[config.mk]
export PLATFORM = sky130hd
export DESIGN_NAME = instr_encoder_loader_flat
export DESIGN_NICKNAME = d
export VERILOG_FILES = /design/src/rtl/instr_encoder_loader_if.sv /design/src/rtl/instr_encoder_loader.sv /design/src/flat_wrapper.sv
export SDC_FILE = /design/constraint.sdc
export NUM_CORES = 1
export LEC_CHECK = 0
export ABC_AREA = 0
export BUFFER_PORTS_ARGS = -buffer_cell sky130_fd_sc_hd__buf_2
export CAP_MARGIN = 20
export CORE_MARGIN = 2
export CORE_UTILIZATION = 42
export DETAILED_ROUTE_END_ITERATION = 8
export GPL_TIMING_DRIVEN = 0
export PLACE_DENSITY = 0.84
export SLEW_MARGIN = 25
export SYNTH_ARGS = -nofsm -noshare
export SYNTH_HDL_FRONTEND = slang
export SYNTH_SLANG_ARGS = --single-unit
[constraint.sdc]
create_clock -name clk -period 1.4 [get_ports clk]
set_input_delay 0.14 -clock clk [delete_from_list [all_inputs] [get_ports clk]]
set_output_delay 0.14 -clock clk [all_outputs]
set_load 0.01 [all_outputs]
[src/rtl/instr_encoder_loader_if.sv]
// Request and memory-write bundle for instr_encoder_loader.
// master: boot sequencer side (drives requests, observes the write port).
// slave : loader side (accepts requests, drives imem_we/imem_addr/imem_wdata).
interface instr_encoder_loader_if #(
  parameter int ADDR_W = 6
);
  logic              in_valid;
  logic              in_ready;
  logic [2:0]        in_class;
  logic [4:0]        in_rd;
  logic [4:0]        in_rs1;
  logic [4:0]        in_rs2;
  logic [2:0]        in_func3;
  logic              in_func7_5;
  logic [12:0]       in_imm;
  logic              in_last;
  logic              imem_we;
  logic [ADDR_W-1:0] imem_addr;
  logic [31:0]       imem_wdata;

  modport master (
    output in_valid, in_class, in_rd, in_rs1, in_rs2, in_func3, in_func7_5,
           in_imm, in_last,
    input  in_ready, imem_we, imem_addr, imem_wdata
  );

  modport slave (
    input  in_valid, in_class, in_rd, in_rs1, in_rs2, in_func3, in_func7_5,
           in_imm, in_last,
    output in_ready, imem_we, imem_addr, imem_wdata
  );
endinterface

[src/rtl/instr_encoder_loader.sv]
// Purpose : encodes field-level requests (LW/SW/R/I/BRANCH) into RV32I words
//           and writes them sequentially into instruction memory from word 0.
// Latency : request accepted on edge N -> imem_we pulse with registered
//           imem_addr/imem_wdata during the following cycle.
// Backpressure: in_ready is high only in LOAD; drops on the accepting edge of
//           an in_last request (DONE) or of the write to the top word (FULL).
// Ports   : clk, rst (async, active-high), start (session pulse),
//           bus (slave modport: in_* request handshake, imem_* write port),
//           word_count, done, overflow, err (sticky illegal-request flag).
// Option  : IMM_RANGE_CHECK_EN - out-of-range immediates are rejected like an
//           illegal class instead of being truncated.
module instr_encoder_loader #(
  parameter int ADDR_W = 6
) (
  input  logic                  clk,
  input  logic                  rst,
  input  logic                  start,
  instr_encoder_loader_if.slave bus,
  output logic [ADDR_W:0]       word_count,
  output logic                  done,
  output logic                  overflow,
  output logic                  err
);

  typedef enum logic [1:0] {S_IDLE, S_LOAD, S_DONE, S_FULL} state_t;

  state_t      state, state_nxt;
  logic        accept;
  logic        class_ok;
  logic        imm_ok;
  logic        legal;
  logic        write;
  logic        at_top;
  logic [31:0] enc_word;

  assign accept = bus.in_valid & bus.in_ready;
  assign legal  = class_ok & imm_ok;
  assign write  = accept & legal;
  // In LOAD the count never exceeds the top index, so all-ones in the low
  // bits means the next write lands on the last word of memory.
  assign at_top = &word_count[ADDR_W-1:0];

  // Field packing, the inverse of the core's opcode/func3/func7 decode.
  always_comb begin
    enc_word = '0;
    class_ok = 1'b1;
    imm_ok   = 1'b1;
    case (bus.in_class)
      3'd0: enc_word = {bus.in_imm[11:0], bus.in_rs1, bus.in_func3, bus.in_rd, 7'b0000011};
      3'd1: enc_word = {bus.in_imm[11:5], bus.in_rs2, bus.in_rs1, bus.in_func3,
                        bus.in_imm[4:0], 7'b0100011};
      3'd2: enc_word = {1'b0, bus.in_func7_5, 5'b00000, bus.in_rs2, bus.in_rs1,
                        bus.in_func3, bus.in_rd, 7'b0110011};
      3'd3: begin
        enc_word = {bus.in_imm[11:0], bus.in_rs1, bus.in_func3, bus.in_rd, 7'b0010011};
        // Shifts (func3 001/101) carry func7 in the upper immediate bits.
        if (bus.in_func3[1:0] == 2'b01) begin
          enc_word[31:25] = {1'b0, bus.in_func7_5, 5'b00000};
        end
      end
      3'd4: enc_word = {bus.in_imm[12], bus.in_imm[10:5], bus.in_rs2, bus.in_rs1,
                        bus.in_func3, bus.in_imm[4:1], bus.in_imm[11], 7'b1100011};
      default: class_ok = 1'b0;
    endcase

`ifdef IMM_RANGE_CHECK_EN
    case (bus.in_class)
      3'd0, 3'd1: imm_ok = (bus.in_imm[12] == bus.in_imm[11]);
      3'd3: begin
        if (bus.in_func3[1:0] == 2'b01) begin
          imm_ok = (bus.in_imm[11:5] == 7'd0) && (bus.in_imm[12] == bus.in_imm[11]);
        end else begin
          imm_ok = (bus.in_imm[12] == bus.in_imm[11]);
        end
      end
      3'd4: imm_ok = ~bus.in_imm[0];
      default: imm_ok = 1'b1;
    endcase
`else
    // Out-of-range immediate bits are simply truncated by the packing above.
    imm_ok = 1'b1;
`endif
  end

  // State register.
  always_ff @(posedge clk or posedge rst) begin
    if (rst) begin
      state <= S_IDLE;
    end else begin
      state <= state_nxt;
    end
  end

  // Next-state logic. start is ignored while a session is loading.
  always_comb begin
    state_nxt = state;
    case (state)
      S_IDLE, S_DONE, S_FULL: begin
        if (start) state_nxt = S_LOAD;
      end
      S_LOAD: begin
        if (accept && bus.in_last) begin
          state_nxt = S_DONE;
        end else if (write && at_top) begin
          state_nxt = S_FULL;
        end
      end
      default: state_nxt = S_IDLE;
    endcase
  end

  // State-decoded outputs.
  always_comb begin
    bus.in_ready = (state == S_LOAD);
    done         = (state == S_DONE);
    overflow     = (state == S_FULL);
  end

  // Write port, fill counter and sticky error.
  always_ff @(posedge clk or posedge rst) begin
    if (rst) begin
      bus.imem_we    <= 1'b0;
      bus.imem_addr  <= '0;
      bus.imem_wdata <= '0;
      word_count     <= '0;
      err            <= 1'b0;
    end else begin
      bus.imem_we <= write;
      if (write) begin
        bus.imem_addr  <= word_count[ADDR_W-1:0];
        bus.imem_wdata <= enc_word;
        word_count     <= word_count + 1'b1;
      end
      if (accept && !legal) begin
        err <= 1'b1;
      end
      if (start && state != S_LOAD) begin
        word_count <= '0;
        err        <= 1'b0;
      end
    end
  end

endmodule

[src/flat_wrapper.sv]
// flat-port wrapper written by rule: the top's interface ports become plain ports
module instr_encoder_loader_flat 
#(
  parameter int ADDR_W = 6
)
  (clk, rst, start, word_count, done, overflow, err, bus_in_valid, bus_in_class, bus_in_rd, bus_in_rs1, bus_in_rs2, bus_in_func3, bus_in_func7_5, bus_in_imm, bus_in_last, bus_in_ready, bus_imem_we, bus_imem_addr, bus_imem_wdata);
  instr_encoder_loader_if #(.ADDR_W(ADDR_W)) bus_i ();
  input  logic clk;
  input  logic rst;
  input  logic start;
  output logic [ADDR_W:0] word_count;
  output logic done;
  output logic overflow;
  output logic err;
  input wire logic [$bits(bus_i.in_valid)-1:0] bus_in_valid;
  input wire logic [$bits(bus_i.in_class)-1:0] bus_in_class;
  input wire logic [$bits(bus_i.in_rd)-1:0] bus_in_rd;
  input wire logic [$bits(bus_i.in_rs1)-1:0] bus_in_rs1;
  input wire logic [$bits(bus_i.in_rs2)-1:0] bus_in_rs2;
  input wire logic [$bits(bus_i.in_func3)-1:0] bus_in_func3;
  input wire logic [$bits(bus_i.in_func7_5)-1:0] bus_in_func7_5;
  input wire logic [$bits(bus_i.in_imm)-1:0] bus_in_imm;
  input wire logic [$bits(bus_i.in_last)-1:0] bus_in_last;
  output wire logic [$bits(bus_i.in_ready)-1:0] bus_in_ready;
  output wire logic [$bits(bus_i.imem_we)-1:0] bus_imem_we;
  output wire logic [$bits(bus_i.imem_addr)-1:0] bus_imem_addr;
  output wire logic [$bits(bus_i.imem_wdata)-1:0] bus_imem_wdata;
  assign bus_i.in_valid = bus_in_valid;
  assign bus_i.in_class = bus_in_class;
  assign bus_i.in_rd = bus_in_rd;
  assign bus_i.in_rs1 = bus_in_rs1;
  assign bus_i.in_rs2 = bus_in_rs2;
  assign bus_i.in_func3 = bus_in_func3;
  assign bus_i.in_func7_5 = bus_in_func7_5;
  assign bus_i.in_imm = bus_in_imm;
  assign bus_i.in_last = bus_in_last;
  assign bus_in_ready = bus_i.in_ready;
  assign bus_imem_we = bus_i.imem_we;
  assign bus_imem_addr = bus_i.imem_addr;
  assign bus_imem_wdata = bus_i.imem_wdata;
  instr_encoder_loader #(.ADDR_W(ADDR_W)) u_core (.clk(clk), .rst(rst), .start(start), .bus(bus_i), .word_count(word_count), .done(done), .overflow(overflow), .err(err));
endmodule
==> results of run 1 <==
-- registers in the layout (all words and copies together) (netlist names) --
signal,flops
u_core.bus.imem_we,1
u_core.err,1
u_core.bus.imem_addr,6
u_core.word_count,7
u_core.state,2
u_core.bus.imem_wdata,29
-- stage by stage --
step	setup WS (ns)	std cells	cell area, µm²
2_1_floorplan	0.00597	209	2070
3_3_place_gp	-0.368	362	2580
3_5_place_dp	-0.124	363	2600
4_1_cts	-0.0259	378	2830
5_1_grt	-0.0883	383	2910
6_report	-0.0146	383	2910
-- cells in the mapped netlist, drive strengths merged (4+ instances only) --
| cell type | n | area [µm²] |
|---|---|---|
| a21o | 5 | 37.5 |
| a21oi | 5 | 25.0 |
| a221oi | 4 | 35.0 |
| a22o | 11 | 96.3 |
| buf | 12 | 82.6 |
| dfrtp | 46 | 1150 |
| inv | 6 | 22.5 |
| nand2 | 53 | 206 |
| nand3b | 4 | 30.0 |
| nor2 | 24 | 95.1 |
| xnor2 | 4 | 35.0 |
| xor2 | 4 | 35.0 |
-- power by group --
part	switching [mW]	internal, mW	total, mW
logic	0.710	0.648	1.36
registers	0.195	1.66	1.85
clock network	0.444	0.526	0.970
-- final timing paths --
kind | end | slack [ns] | start
worst max-delay path | u_core.bus.imem_wdata[20] | -0.01 | u_core.state[1]
worst min-delay path | u_core.bus.imem_wdata[19] | 0.03 | bus_in_rs1[4]
worst max register to register | u_core.bus.imem_wdata[20] | -0.01 | u_core.state[1]
worst min register to register | u_core.bus.imem_wdata[14] | 0.47 | u_core.bus.imem_wdata[14]
max in group asynchronous | u_core.word_count[0] | 0.53 | rst
min in group asynchronous | u_core.bus.imem_wdata[19] | 0.38 | rst
-- cell type report --
class / count / area share
timing repair buffer: 99 / 0.196
multi-input combinational: 144 / 0.300
tap: 67 / 0.0288
clock inverter: 3 / 0.0137
inverter: 6 / 0.00773
sequential: 46 / 0.395
buffer: 13 / 0.0352
clock buffer: 5 / 0.0236
-- cell families (layout without fill, tap and decap cells) --
| logic type | Yosys count | in the layout | synth area share |
|---|---|---|---|
| and+or+nand+nor | 97 | 97 | 0.209 |
| DFF | 46 | 46 | 0.558 |
| AOI/OAI and AO/OA | 36 | 36 | 0.138 |
| buffers and inverters | 19 | 126 | 0.0528 |
| xor gates and xnor gates | 8 | 8 | 0.0340 |
| adders and majority gates | 1 | 1 | 0.00606 |
| other | 1 | 2 | 0.00182 |
-- repair_timing --
| action | 4_1_cts | 5_1_grt |
|---|---|---|
| gates resized for setup | 11 | 13 |
| buffers inserted | 5 | 5 |
| hold buffers | 1 | 0 |
| gates cloned | 1 | 0 |
| setup endpoints to repair | 32 | 35 |
| endpoints found under the hold margin | 18 | 0 |
| pin swaps | 4 | 7 |
-- metal layers --
metal	wire, µm	vias to the layer above	share of wire	global-route usage
met1	2290	851	0.45	0.255
met3	297	6	0.058	0.0325
met5	0	-	0	0
li1	-	914	-	-
met4	49	0	0.0097	0.0626
met2	2440	71	0.48	0.313
-- placed cells by master (no fill, tap or decap), types with 2 or more instances in the layout --
cell type	count
a21o_1	5
a21oi_1	5
a221oi_2	3
a22o_1	11
and4_1	2
buf_2	89
buf_4	14
buf_6	4
clkbuf_8	5
clkinv_2	2
conb_1	2
dfrtp_1	45
inv_1	4
inv_2	2
nand2_1	52
nand2b_1	2
nand3_1	3
nand3b_1	4
nand4_1	2
nor2_1	20
nor2_2	2
nor2_4	2
nor3_2	2
o21a_1	2
xnor2_1	4
xor2_1	4
-- worst max-delay path: stages, from the launching register on --
cell and delay [ns]:
dfrtp_1 0.38, and3b_1 0.22, buf_6 0.12, nand2_8 0.08, buf_8 0.15, a22o_1 0.22
a21o_1 0.14
==> impl_metrics.yaml, run 1 <==
power_and_ir_drop:
  irDropWorstVdd_mv: 0.886
  design_power_total_mw: 4.18
  leakagePower_nw: 1.56
  power-per-cell-area_mw_per_mm2: 1430
worst_setup_path:
  rr_worst_depth: 6
  crit_required_ns: 1.59
  worst-setup-path-type: "reg -> reg"
  worstSetupStartpointType: "flop"
  critical_path.endpoint_type: "flop"
  timing.critical_path.fanout_max: 8
  critical_path_arrival_ns: 1.61
drt:
  detailedRoute.firstPassIterationCount: 4
  routed_wire_length_per_instance_um: 13.3
  totalWireLength_mm: 5.08
  routed-via-count: 1842
  first_iter_violations: 89
  ant_nets: 0
  avgViaCountPerCell: 4.81
  drc_errors: 0
final_layout:
  multi_input_area_um2: 873
  layout-drive-gt1-share: 0.427
  synthToLayoutAreaGrowth_pct: 41.2
  post-route-util: 0.617
  finalNetCount: 356
  antenna-diode-count: 0
  fill_cells: 392
  register_area_mm2: 0.00115
yosys:
  synth_edf_count: 0
  area_of_the_mapped_netlist_mm2: 0.00206
  postSynth.topFlopCell: "dfrtp_1"
  ys_warnings: 0
  ys_ff_latch: 46
  synth.lib_cells_used.distinct: 38
  synth-seq-area-share: 0.558
  post_synth_inst_count: 208
  synth.avg_cell_area_um2: 9.92
  synth_async_sr_flop_share: 1.00
global_routing:
  number_of_antenna_violations_at_the_first_check_in_global_routing: 0
  gr_overflow_total: 0
  first_pass_grt_wire_length_mm: 8.00
  gr-usage-all-layers: 0.190
  grt_max_degree: 29
  first_global_vias: 1748
timing:
  fin_ws_ns: -0.0146
  final.setup.tns_ns: -0.0317
  finalHoldViolations: 0
  grt_setup_unrepaired: "true"
  maxClockFrequency_ghz: 0.707
  worst_pin_slew_ns: 0.523
  post-route-min-period_ns: 1.41
  min_period_over_period: 1.01
  final.hold.worst_slack_ns: 0.0266
  max_slew_margin: 0.651
  drv_slew: 0
  number_of_setup_violations_in_the_final_report: 4
  fin_worst_skew_ns: 0.00416
clock_tree:
  cts.root.buffer_cell: "clkbuf_8"
  cts_num_sinks: 46
  tritoncts: "yes"
  clkLatencyLatePin_ns: 0.29
  clock_pin_slew_on_the_worst_setup_and_hold_paths_ns: 0.09
  htreeDepth: 2
  cts-root-to-sink-buffers: 2
  cts_inserted_buffers: 5
floorplanning:
  core.rowCount: 25
  core_mm2: 0.00472
  initial_core_util: 0.437
  die_height_um: 74.1
  fp.dieW_um: 74.1
  i_o_pin_count: 90
  floorplan.die_area_mm2: 0.00549
outcome:
  failed_checks: "setup timing"
  run_status: "complete, but fails checks"
placed_design:
  buffer_ports.inserted: 86
  globalplace.congestion: 0.829
  dp.final_hpwl_mm: 3.70
worst_hold_path:
  cells_on_worst_hold_path: 3
  holdCritPathClass: "in -> reg"
job:
  max_cap_violations: 0
Note: power is estimated with default switching activity, not from simulation.
==> run 2: changes to the inputs <==
--- a/config.mk
+++ b/config.mk
@@ -12,6 +12,7 @@
 export CORE_UTILIZATION = 42
 export DETAILED_ROUTE_END_ITERATION = 8
 export GPL_TIMING_DRIVEN = 0
+export HOLD_SLACK_MARGIN = 0.12
 export PLACE_DENSITY = 0.84
 export SLEW_MARGIN = 25
 export SYNTH_ARGS = -nofsm -noshare
==> run 2 against run 1 <==
The run still ends with setup timing left. Register-to-register slack worse by 0.02 ns. Setup slack worse by 0.021 ns. Critical path depth unchanged. Design area up 8.2%. Sequential power about the same. Flip-flop and latch count unchanged. Via count up 7.5%. Count of clock-buffer cells in the layout unchanged. Clock power down 1%. Total power up 1.2%. Non-clock buffer count up 25. Clock skew up 0.0013 ns. Critical path type unchanged. Highest routed layer unchanged.
==> impl_metrics.yaml, run 2 (synthesis gave the netlist of run 1 again) <==
outcome:
  run_status: "complete, but fails checks"
  failed_checks: "setup timing"
floorplanning:
  die_height_um: 74.1
  i_o_pin_count: 90
  core_mm2: 0.00472
  floorplan.die_area_mm2: 0.00549
  initial_core_util: 0.437
  fp.dieW_um: 74.1
  core.rowCount: 25
final_layout:
  fill_cells: 362
  mostFrequentLayoutCells: "buf_2 (89), nand2_1 (52), dfrtp_1 (45)"
  max_flop_register: "u_core.bus.imem_wdata"
  fin_area_mm2: 0.00315
  finalNetCount: 381
  register_area_mm2: 0.00115
  reg.largest.list: "u_core.bus.imem_wdata: 29 flops, u_core.word_count: 7 flops, u_core.bus.imem_addr: 6 flops"
  synthToLayoutAreaGrowth_pct: 52.8
  layout.cells.non_filler: 408
  multi_input_area_um2: 858
  layout-drive-gt1-share: 0.381
  post-route-util: 0.667
  antenna-diode-count: 0
  number_of_flip_flops_in_the_largest_register: 29
  leading_cell_type_in_the_layout_fill_and_taps_excluded: "buf_2"
placed_design:
  buffer_ports.inserted: 86
  place_area_mm2: 0.00260
  place.detailed.instances: 363
  dp.final_hpwl_mm: 3.70
  globalplace.congestion: 0.829
  place_worst_setup_slack_ns: -0.124
drt:
  detailedRoute.firstPassIterationCount: 5
  routed-via-count: 1981
  totalWireLength_mm: 5.64
  ant_nets: 0
  avgViaCountPerCell: 4.86
  drc_errors: 0
  routed_wire_length_per_instance_um: 13.8
  first_iter_violations: 98
worst_setup_path:
  critical_path.endpoint_type: "flop"
  rr_worst_depth: 6
  cpPeakStageDelay_ns: 0.40
  critical-path-slowest-cell: "dfrtp_1"
  path_buf_inv: 2
  critical_path_arrival_ns: 1.62
  critical-path-top-delay-family: "compound AO/OA/AOI/OAI gates"
  timing.critical_path.cells: "buf_4 > nand3b_1 > buf_6 > nor2_4 > a22o_1 > a222oi_1"
  crit_required_ns: 1.58
  worstSetupPathDepth: 6
  worst-setup-path-type: "reg -> reg"
  worstSetupStartpointType: "flop"
  timing.critical_path.fanout_max: 4
timing:
  min_period_over_period: 1.03
  finalHoldViolations: 0
  drv_slew: 0
  final.setup.tns_ns: -0.0620
  maxClockFrequency_ghz: 0.697
  final.hold.worst_slack_ns: 0.130
  number_of_setup_violations_in_the_final_report: 3
  post-route-min-period_ns: 1.44
  max_slew_margin: 0.612
  fin_ws_ns: -0.0354
  fin_worst_skew_ns: 0.00547
  grt_setup_unrepaired: "true"
  worst_pin_slew_ns: 0.582
clock_tree:
  clock_pin_slew_on_the_worst_setup_and_hold_paths_ns: 0.08
  htreeDepth: 2
  cts_num_sinks: 46
  cts-root-to-sink-buffers: 2
  clkLatencyLatePin_ns: 0.29
  cts.root.buffer_cell: "clkbuf_8"
  tritoncts: "yes"
  cts_inserted_buffers: 5
power_and_ir_drop:
  power-per-cell-area_mw_per_mm2: 1340
  p_clk_frac: 0.226
  netSwitchingFraction: 0.322
  internal_power_mw: 2.87
  power.sequential.fraction: 0.439
  design_power_total_mw: 4.23
  irDropWorstVdd_mv: 0.715
  leakagePower_nw: 1.66
  net_switching_power_mw: 1.36
  pwr-share-comb: 0.335
worst_hold_path:
  holdCritPathClass: "in -> reg"
  cells_on_worst_hold_path: 3
global_routing:
  first_global_vias: 1934
  first_pass_grt_wire_length_mm: 8.75
  number_of_antenna_violations_at_the_first_check_in_global_routing: 0
  grt_max_degree: 29
  gr-usage-all-layers: 0.208
  gr_overflow_total: 0
job:
  max_cap_violations: 0
-- run 2: path summary, 6_finish.rpt --
path	from	to	slack, ns
setup / recovery	u_core.state[0]	u_core.bus.imem_wdata[5]	-0.04
hold / removal	bus_in_imm[1]	u_core.bus.imem_wdata[8]	0.13
setup reg to reg	u_core.state[0]	u_core.bus.imem_wdata[5]	-0.04
hold reg to reg	u_core.bus.imem_wdata[14]	u_core.bus.imem_wdata[14]	0.47
max in group asynchronous	rst	u_core.word_count[0]	0.51
min in group asynchronous	rst	u_core.bus.imem_wdata[19]	0.39
-- run 2: power by group through the flow --
| stage | clock network, mW | logic (mW) | registers [mW] |
|---|---|---|---|
| after floorplan | 0 | 0.546 | 2.03 |
| after global placement | 0 | 1.20 | 1.87 |
| after detailed placement | 0 | 1.23 | 1.88 |
| after CTS | 0.985 | 1.38 | 1.85 |
| after global routing | 1.04 | 1.56 | 1.91 |
| final | 0.957 | 1.42 | 1.86 |
-- run 2: final cells by class --
type / count / share of cell area
flip-flops and latches: 46 / 0.366
multi-input cells: 144 / 0.272
repair buffers: 124 / 0.261
plain buffers: 13 / 0.0326
well taps: 67 / 0.0266
clock buffers: 5 / 0.0218
clock inverters: 3 / 0.0127
inverters: 6 / 0.00715
-- run 2: per-layer routing --
metal,vias to the layer above,GRT usage,part of all wire
li1,965,-,-
met1,936,0.264,0.44
met2,74,0.368,0.51
met3,6,0.0312,0.049
met4,0,0.0626,0.0074
met5,-,0,0
-- run 2: worst reg2reg max path: cells and delay by family (launching register included) --
kind	cells	cell delay, ns
AOI/OAI and AO/OA	2	0.50
DFF	1	0.40
buffers and inverters	2	0.29
and+or+nand+nor	2	0.14
-- run 2: repair_timing --
action                     CTS  global route
gates resized for setup     11             9
hold endpoints to repair    42             0
cloned                       1             0
hold buffers                27             0
buffers inserted             5             4
setup endpoints to repair   32            31
pin swaps                    4             3
